==> src/rtl/waveform_uart_serializer.sv <==
// ----------------------------------------------------------------------------
// waveform_uart_serializer
//
// Streams a captured ADC waveform buffer to the UART transmitter as one framed
// byte stream: HEADER0, HEADER1, then a high byte and a low byte for every
// sample, then an 8-bit checksum (modulo-256 sum of the sample bytes only).
//
// Ports:
//   clk            system clock, rising edge
//   reset_n        asynchronous active-low reset
//   start          capture-complete pulse; begins a frame when idle
//   waveform_flat  captured buffer, sample i at [i*SAMPLE_WIDTH +: SAMPLE_WIDTH];
//                  must stay stable while busy is high
//   tx_data        byte offered to the UART TX
//   tx_valid       tx_data is valid
//   tx_ready       UART TX accepts the byte this cycle
//   busy           frame in progress
//   done           one-cycle pulse after the checksum byte is accepted
// ----------------------------------------------------------------------------
module waveform_uart_serializer #(
    parameter int         NUM_SAMPLES  = 64,
    parameter int         SAMPLE_WIDTH = 14,
    parameter logic [7:0] HEADER0      = 8'hA5,
    parameter logic [7:0] HEADER1      = 8'h5A
) (
    input  logic                                 clk,
    input  logic                                 reset_n,
    input  logic                                 start,
    input  logic [NUM_SAMPLES*SAMPLE_WIDTH-1:0]  waveform_flat,
    output logic [7:0]                           tx_data,
    output logic                                 tx_valid,
    input  logic                                 tx_ready,
    output logic                                 busy,
    output logic                                 done
);

    localparam int                IDX_W    = (NUM_SAMPLES > 1) ? $clog2(NUM_SAMPLES) : 1;
    localparam logic [IDX_W-1:0]  LAST_IDX = IDX_W'(NUM_SAMPLES - 1);

    typedef enum logic [2:0] {
        ST_IDLE    = 3'd0,
        ST_HDR0    = 3'd1,
        ST_HDR1    = 3'd2,
        ST_SAMP_HI = 3'd3,
        ST_SAMP_LO = 3'd4,
        ST_CKSUM   = 3'd5,
        ST_DONE    = 3'd6
    } state_t;

    state_t           state_r,    state_nxt_s;
    logic [IDX_W-1:0] idx_r,      idx_nxt_s,    idx_inc_s;
    logic [7:0]       cksum_r,    cksum_nxt_s,  cksum_sum_s;
    logic [7:0]       tx_data_r,  tx_data_nxt_s;
    logic             tx_valid_r, tx_valid_nxt_s;
    logic             busy_r,     busy_nxt_s;
    logic             done_r,     done_nxt_s;
    logic             xfer_s;
    logic [15:0]      samp_cur_s, samp_inc_s;

    // Selects one sample and zero-extends it to 16 bits so [15:8] is the HI byte
    // and [7:0] is the LO byte for any SAMPLE_WIDTH in 9..16.
    function automatic logic [15:0] get_sample(
        input logic [NUM_SAMPLES*SAMPLE_WIDTH-1:0] flat,
        input logic [IDX_W-1:0]                    idx
    );
        get_sample = 16'(flat[int'(idx) * SAMPLE_WIDTH +: SAMPLE_WIDTH]);
    endfunction

    assign xfer_s      = tx_valid_r & tx_ready;
    // Explicit wrap so the index never depends on natural overflow.
    assign idx_inc_s   = (idx_r == LAST_IDX) ? {IDX_W{1'b0}} : (idx_r + IDX_W'(1));
    assign cksum_sum_s = cksum_r + tx_data_r;
    assign samp_cur_s  = get_sample(waveform_flat, idx_r);
    assign samp_inc_s  = get_sample(waveform_flat, idx_inc_s);

    // Next-state and next-output computation; outputs are loaded into registers
    // on the same edge as the state so everything downstream sees flops.
    always_comb begin
        state_nxt_s    = state_r;
        idx_nxt_s      = idx_r;
        cksum_nxt_s    = cksum_r;
        tx_data_nxt_s  = tx_data_r;
        tx_valid_nxt_s = tx_valid_r;
        busy_nxt_s     = busy_r;
        done_nxt_s     = 1'b0;
        case (state_r)
            ST_IDLE: begin
                if (start) begin
                    state_nxt_s    = ST_HDR0;
                    idx_nxt_s      = {IDX_W{1'b0}};
                    cksum_nxt_s    = 8'h00;
                    tx_data_nxt_s  = HEADER0;
                    tx_valid_nxt_s = 1'b1;
                    busy_nxt_s     = 1'b1;
                end else begin
                    tx_valid_nxt_s = 1'b0;
                    busy_nxt_s     = 1'b0;
                end
            end
            ST_HDR0: begin
                if (xfer_s) begin
                    state_nxt_s   = ST_HDR1;
                    tx_data_nxt_s = HEADER1;
                end else begin
                    state_nxt_s   = ST_HDR0;
                end
            end
            ST_HDR1: begin
                if (xfer_s) begin
                    state_nxt_s   = ST_SAMP_HI;
                    tx_data_nxt_s = samp_cur_s[15:8];
                end else begin
                    state_nxt_s   = ST_HDR1;
                end
            end
            ST_SAMP_HI: begin
                if (xfer_s) begin
                    state_nxt_s   = ST_SAMP_LO;
                    cksum_nxt_s   = cksum_sum_s;
                    tx_data_nxt_s = samp_cur_s[7:0];
                end else begin
                    state_nxt_s   = ST_SAMP_HI;
                end
            end
            ST_SAMP_LO: begin
                if (xfer_s) begin
                    cksum_nxt_s = cksum_sum_s;
                    if (idx_r == LAST_IDX) begin
                        // Checksum byte already includes the LO byte now leaving.
                        state_nxt_s   = ST_CKSUM;
                        tx_data_nxt_s = cksum_sum_s;
                    end else begin
                        state_nxt_s   = ST_SAMP_HI;
                        idx_nxt_s     = idx_inc_s;
                        tx_data_nxt_s = samp_inc_s[15:8];
                    end
                end else begin
                    state_nxt_s = ST_SAMP_LO;
                end
            end
            ST_CKSUM: begin
                if (xfer_s) begin
                    state_nxt_s    = ST_DONE;
                    tx_data_nxt_s  = 8'h00;
                    tx_valid_nxt_s = 1'b0;
                    done_nxt_s     = 1'b1;
                end else begin
                    state_nxt_s    = ST_CKSUM;
                end
            end
            ST_DONE: begin
                // start is deliberately ignored here; no frame is queued.
                state_nxt_s    = ST_IDLE;
                tx_valid_nxt_s = 1'b0;
                busy_nxt_s     = 1'b0;
            end
            default: begin
                state_nxt_s    = ST_IDLE;
                idx_nxt_s      = {IDX_W{1'b0}};
                cksum_nxt_s    = 8'h00;
                tx_data_nxt_s  = 8'h00;
                tx_valid_nxt_s = 1'b0;
                busy_nxt_s     = 1'b0;
            end
        endcase
    end

    // State, index, checksum and registered outputs.
    always_ff @(posedge clk or negedge reset_n) begin
        if (!reset_n) begin
            state_r    <= ST_IDLE;
            idx_r      <= {IDX_W{1'b0}};
            cksum_r    <= 8'h00;
            tx_data_r  <= 8'h00;
            tx_valid_r <= 1'b0;
            busy_r     <= 1'b0;
            done_r     <= 1'b0;
        end else begin
            state_r    <= state_nxt_s;
            idx_r      <= idx_nxt_s;
            cksum_r    <= cksum_nxt_s;
            tx_data_r  <= tx_data_nxt_s;
            tx_valid_r <= tx_valid_nxt_s;
            busy_r     <= busy_nxt_s;
            done_r     <= done_nxt_s;
        end
    end

    assign tx_data  = tx_data_r;
    assign tx_valid = tx_valid_r;
    assign busy     = busy_r;
    assign done     = done_r;

endmodule

==> config.mk <==
export PLATFORM = sky130hd
export DESIGN_NAME = waveform_uart_serializer
export DESIGN_NICKNAME = d
export VERILOG_FILES = /design/src/rtl/waveform_uart_serializer.sv
export SDC_FILE = /design/constraint.sdc
export NUM_CORES = 1
export LEC_CHECK = 0
export ABC_AREA = 0
export BUFFER_PORTS_ARGS = -buffer_cell sky130_fd_sc_hd__clkbuf_2
export CAP_MARGIN = 20
export CORE_AREA = 2 2 357 359
export CTS_CLUSTER_SIZE = 20
export DETAILED_ROUTE_END_ITERATION = 8
export DIE_AREA = 0 0 359 361
export SYNTH_ARGS = -nofsm -noshare
export SYNTH_HDL_FRONTEND = slang
export SYNTH_SLANG_ARGS = --single-unit
==> constraint.sdc <==
create_clock -name clk -period 6.66 [get_ports clk]
set_input_delay 1.332 -clock clk [delete_from_list [all_inputs] [get_ports clk]]
set_output_delay 1.332 -clock clk [all_outputs]
set_load 0.03 [all_outputs]
==> impl_metrics.json <==
{
  "pre_cts_slack_ns": 1.805,
  "async_flop_share": 1.000,
  "hold_start": "cksum_r[2]",
  "viasPerCell": 4.481,
  "worstMarginPinSlew_ns": 1.087,
  "dieArea_um2": 129600,
  "rsz0062_at_grt": "false",
  "grt_usage": 0.1789,
  "dieWidth_um": 359,
  "ys.flop_type": "dfrtp_1",
  "end_kind": "flip-flop",
  "antenna_found_initial": 103,
  "core.rowCount": 130,
  "worstSkewPairLatency_ns": 0.29,
  "initial_core_util": 0.1010,
  "final_cell_mix": "clkbuf_2, nand2_1, mux4_2",
  "p_leak_nw": 7.819,
  "syn_area_um2": 12660,
  "ant_nets": 0,
  "status": "finished, final reports clean",
  "finalPower_mw": 4.550,
  "skew_ns": 0.007266,
  "yosysUniqueCellTypes": 62,
  "dr.first_iter.drc_count": 1403,
  "placed_area_um2": 18920,
  "tns_ns": 0,
  "max_cap_viol_count": 0,
  "peakVddDrop_uv": 230.7,
  "cts_root_buffer": "clkbuf_16",
  "overflow": 0,
  "coreArea_um2": 125400,
  "timing.rr.start": "idx_r[0]",
  "clock_sinks": 28,
  "slew_viol_final": 0,
  "finalSetupViolations": 0,
  "vias": 17660,
  "yosys_warnings": 0,
  "wl_mm": 121.8,
  "critical_path_class": "reg -> reg",
  "post_cts_resized": 0,
  "cts_max_path_buffers": 2,
  "slew_headroom": 0.2737,
  "synth-edff-count": 0,
  "critical_path_arrival_ns": 5.05,
  "stdcell_area_um2": 19090,
  "port_buffers": 910,
  "filler_cell_count": 14420,
  "drc": 0,
  "htreeDepth": 1,
  "min_path_type": "reg -> reg",
  "drt_pass1_iterations": 5,
  "cts_tree": "yes",
  "fin_ws_ns": 1.820,
  "grt_pass1_vias": 17400,
  "io_pins": 911,
  "grt_pass1_wl_mm": 158.1,
  "crit_path_start_kind": "flip-flop",
  "syn_nets": 2373,
  "hold_buffers": 0,
  "die-height_um": 361,
  "cts_buffers": 3,
  "routedWlPerCell_um": 30.89,
  "period_needed_ns": 4.840,
  "startpoint": "idx_r[0]",
  "worstPathRequired_ns": 6.87,
  "syn_to_final_growth_pct": 50.77,
  "hpwl_mm": 105.2,
  "place.gp.congestion": 0.9247,
  "cts_setup_buffers": 0,
  "ys_ff_latch": 28,
  "syn_inst": 1464,
  "final-hold-violation-count": 0,
  "fin_nets": 3176,
  "avgSynthCellArea_um2": 8.649,
  "path_clk_slew_ns": 0.09,
  "holdWs_ns": 0.5046,
  "max_freq_mhz": 206.6,
  "ys_seq_area_frac": 0.05534,
  "drive_above_1_share": 0.5318,
  "min_period_over_period": 0.7267,
  "cp_max_fo": 75,
  "power_density_nw_per_um2": 238.4,
  "final_common_cell": "clkbuf_2",
  "grt_max_degree": 115
}
==> cells by family (layout without fill, tap and decap cells) <==
logic type / count (synthesis) / in the layout / share of synthesized area
and+or+nand+nor: 609 / 609 / 0.2110
muxes: 329 / 329 / 0.4730
AOI/OAI and AO/OA: 307 / 307 / 0.1729
buffers and inverters: 169 / 971 / 0.06927
DFF: 28 / 28 / 0.05534
xor gates and xnor gates: 13 / 13 / 0.008992
adders and majority gates: 9 / 9 / 0.009487
other: 0 / 26 / 0
==> metrics by stage <==
stage               cells    util
detailed placement   3912  0.1509
global placement     3912  0.1509
floorplan            1464       -
finish               3942  0.1522
CTS                  3916  0.1517
global route         3927  0.1519
==> final cells by class <==
cell class / instances / area (um^2) / share of cell area
repair buffers: 951 / 4912 / 0.2573
diodes: 26 / 65.06 / 0.003408
clock inverters: 1 / 30.03 / 0.001573
clock buffers: 3 / 75.07 / 0.003932
inverters: 16 / 60.06 / 0.003146
well taps: 1650 / 2064 / 0.1081
multi-input cells: 1267 / 11170 / 0.5849
flip-flops and latches: 28 / 716.9 / 0.03755
==> layer usage <==
| metal | track usage | vias up | wire length [um] |
|---|---|---|---|
| met1 | 0.2205 | 8711 | 48790 |
| li1 | - | 7494 | - |
| met4 | 0.03376 | 84 | 3061 |
| met2 | 0.2999 | 1141 | 56960 |
| met3 | 0.06422 | 233 | 12430 |
| met5 | 0 | - | 544 |
==> critical path, cell delays in order (launching register included) <==
cell and delay, ns:
dfrtp_4 0.88, ha_1 0.44, and3_1 0.83, a21o_4 0.75, buf_4 0.48, mux2i_1 0.13, a22oi_1 0.20, a31oi_1 0.13
nor4_1 0.43, o21ai_0 0.17, a31oi_1 0.19
==> synthesized netlist by cell type, types with 28 or more instances <==
master,n,area [um^2]
mux2i_1,109,1091
nor2_1,40,150.1
nand3_1,133,665.6
buf_2,50,250.2
a211oi_1,33,247.7
dfrtp_1,28,700.7
o21ai_0,35,175.2
mux4_2,215,4842
a22oi_1,33,247.7
nand2_1,344,1291
a21oi_1,40,200.2
a31oi_1,29,181.4
clkbuf_1,58,217.7
==> report_power, final <==
group | total [mW] | internal [mW] | leakage, nW | switching [mW]
Sequential | 0.299 | 0.195 | 0.370 | 0.104
Combinational | 4.05 | 1.73 | 7.40 | 2.32
Clock | 0.199 | 0.121 | 0.0513 | 0.0782
Total | 4.55 | 2.05 | 7.82 | 2.50
==> state kept, by name, summed over array words and instances, names as in the netlist <==
register / flops
done: 1
tx_data: 8
state_r: 3
tx_valid: 1
idx_r: 6
busy: 1
cksum_r: 8
==> path summary, 6_finish.rpt <==
check	endpoint	slack [ns]	cells after the start
min in group asynchronous	done	1.17	1
min	cksum_r[2]	0.50	1
min reg2reg	cksum_r[2]	0.50	1
max in group asynchronous	idx_r[3]	4.81	1
max reg2reg	tx_data[4]	1.82	10
max	tx_data[4]	1.82	10
(Power assumes the default switching activity.)
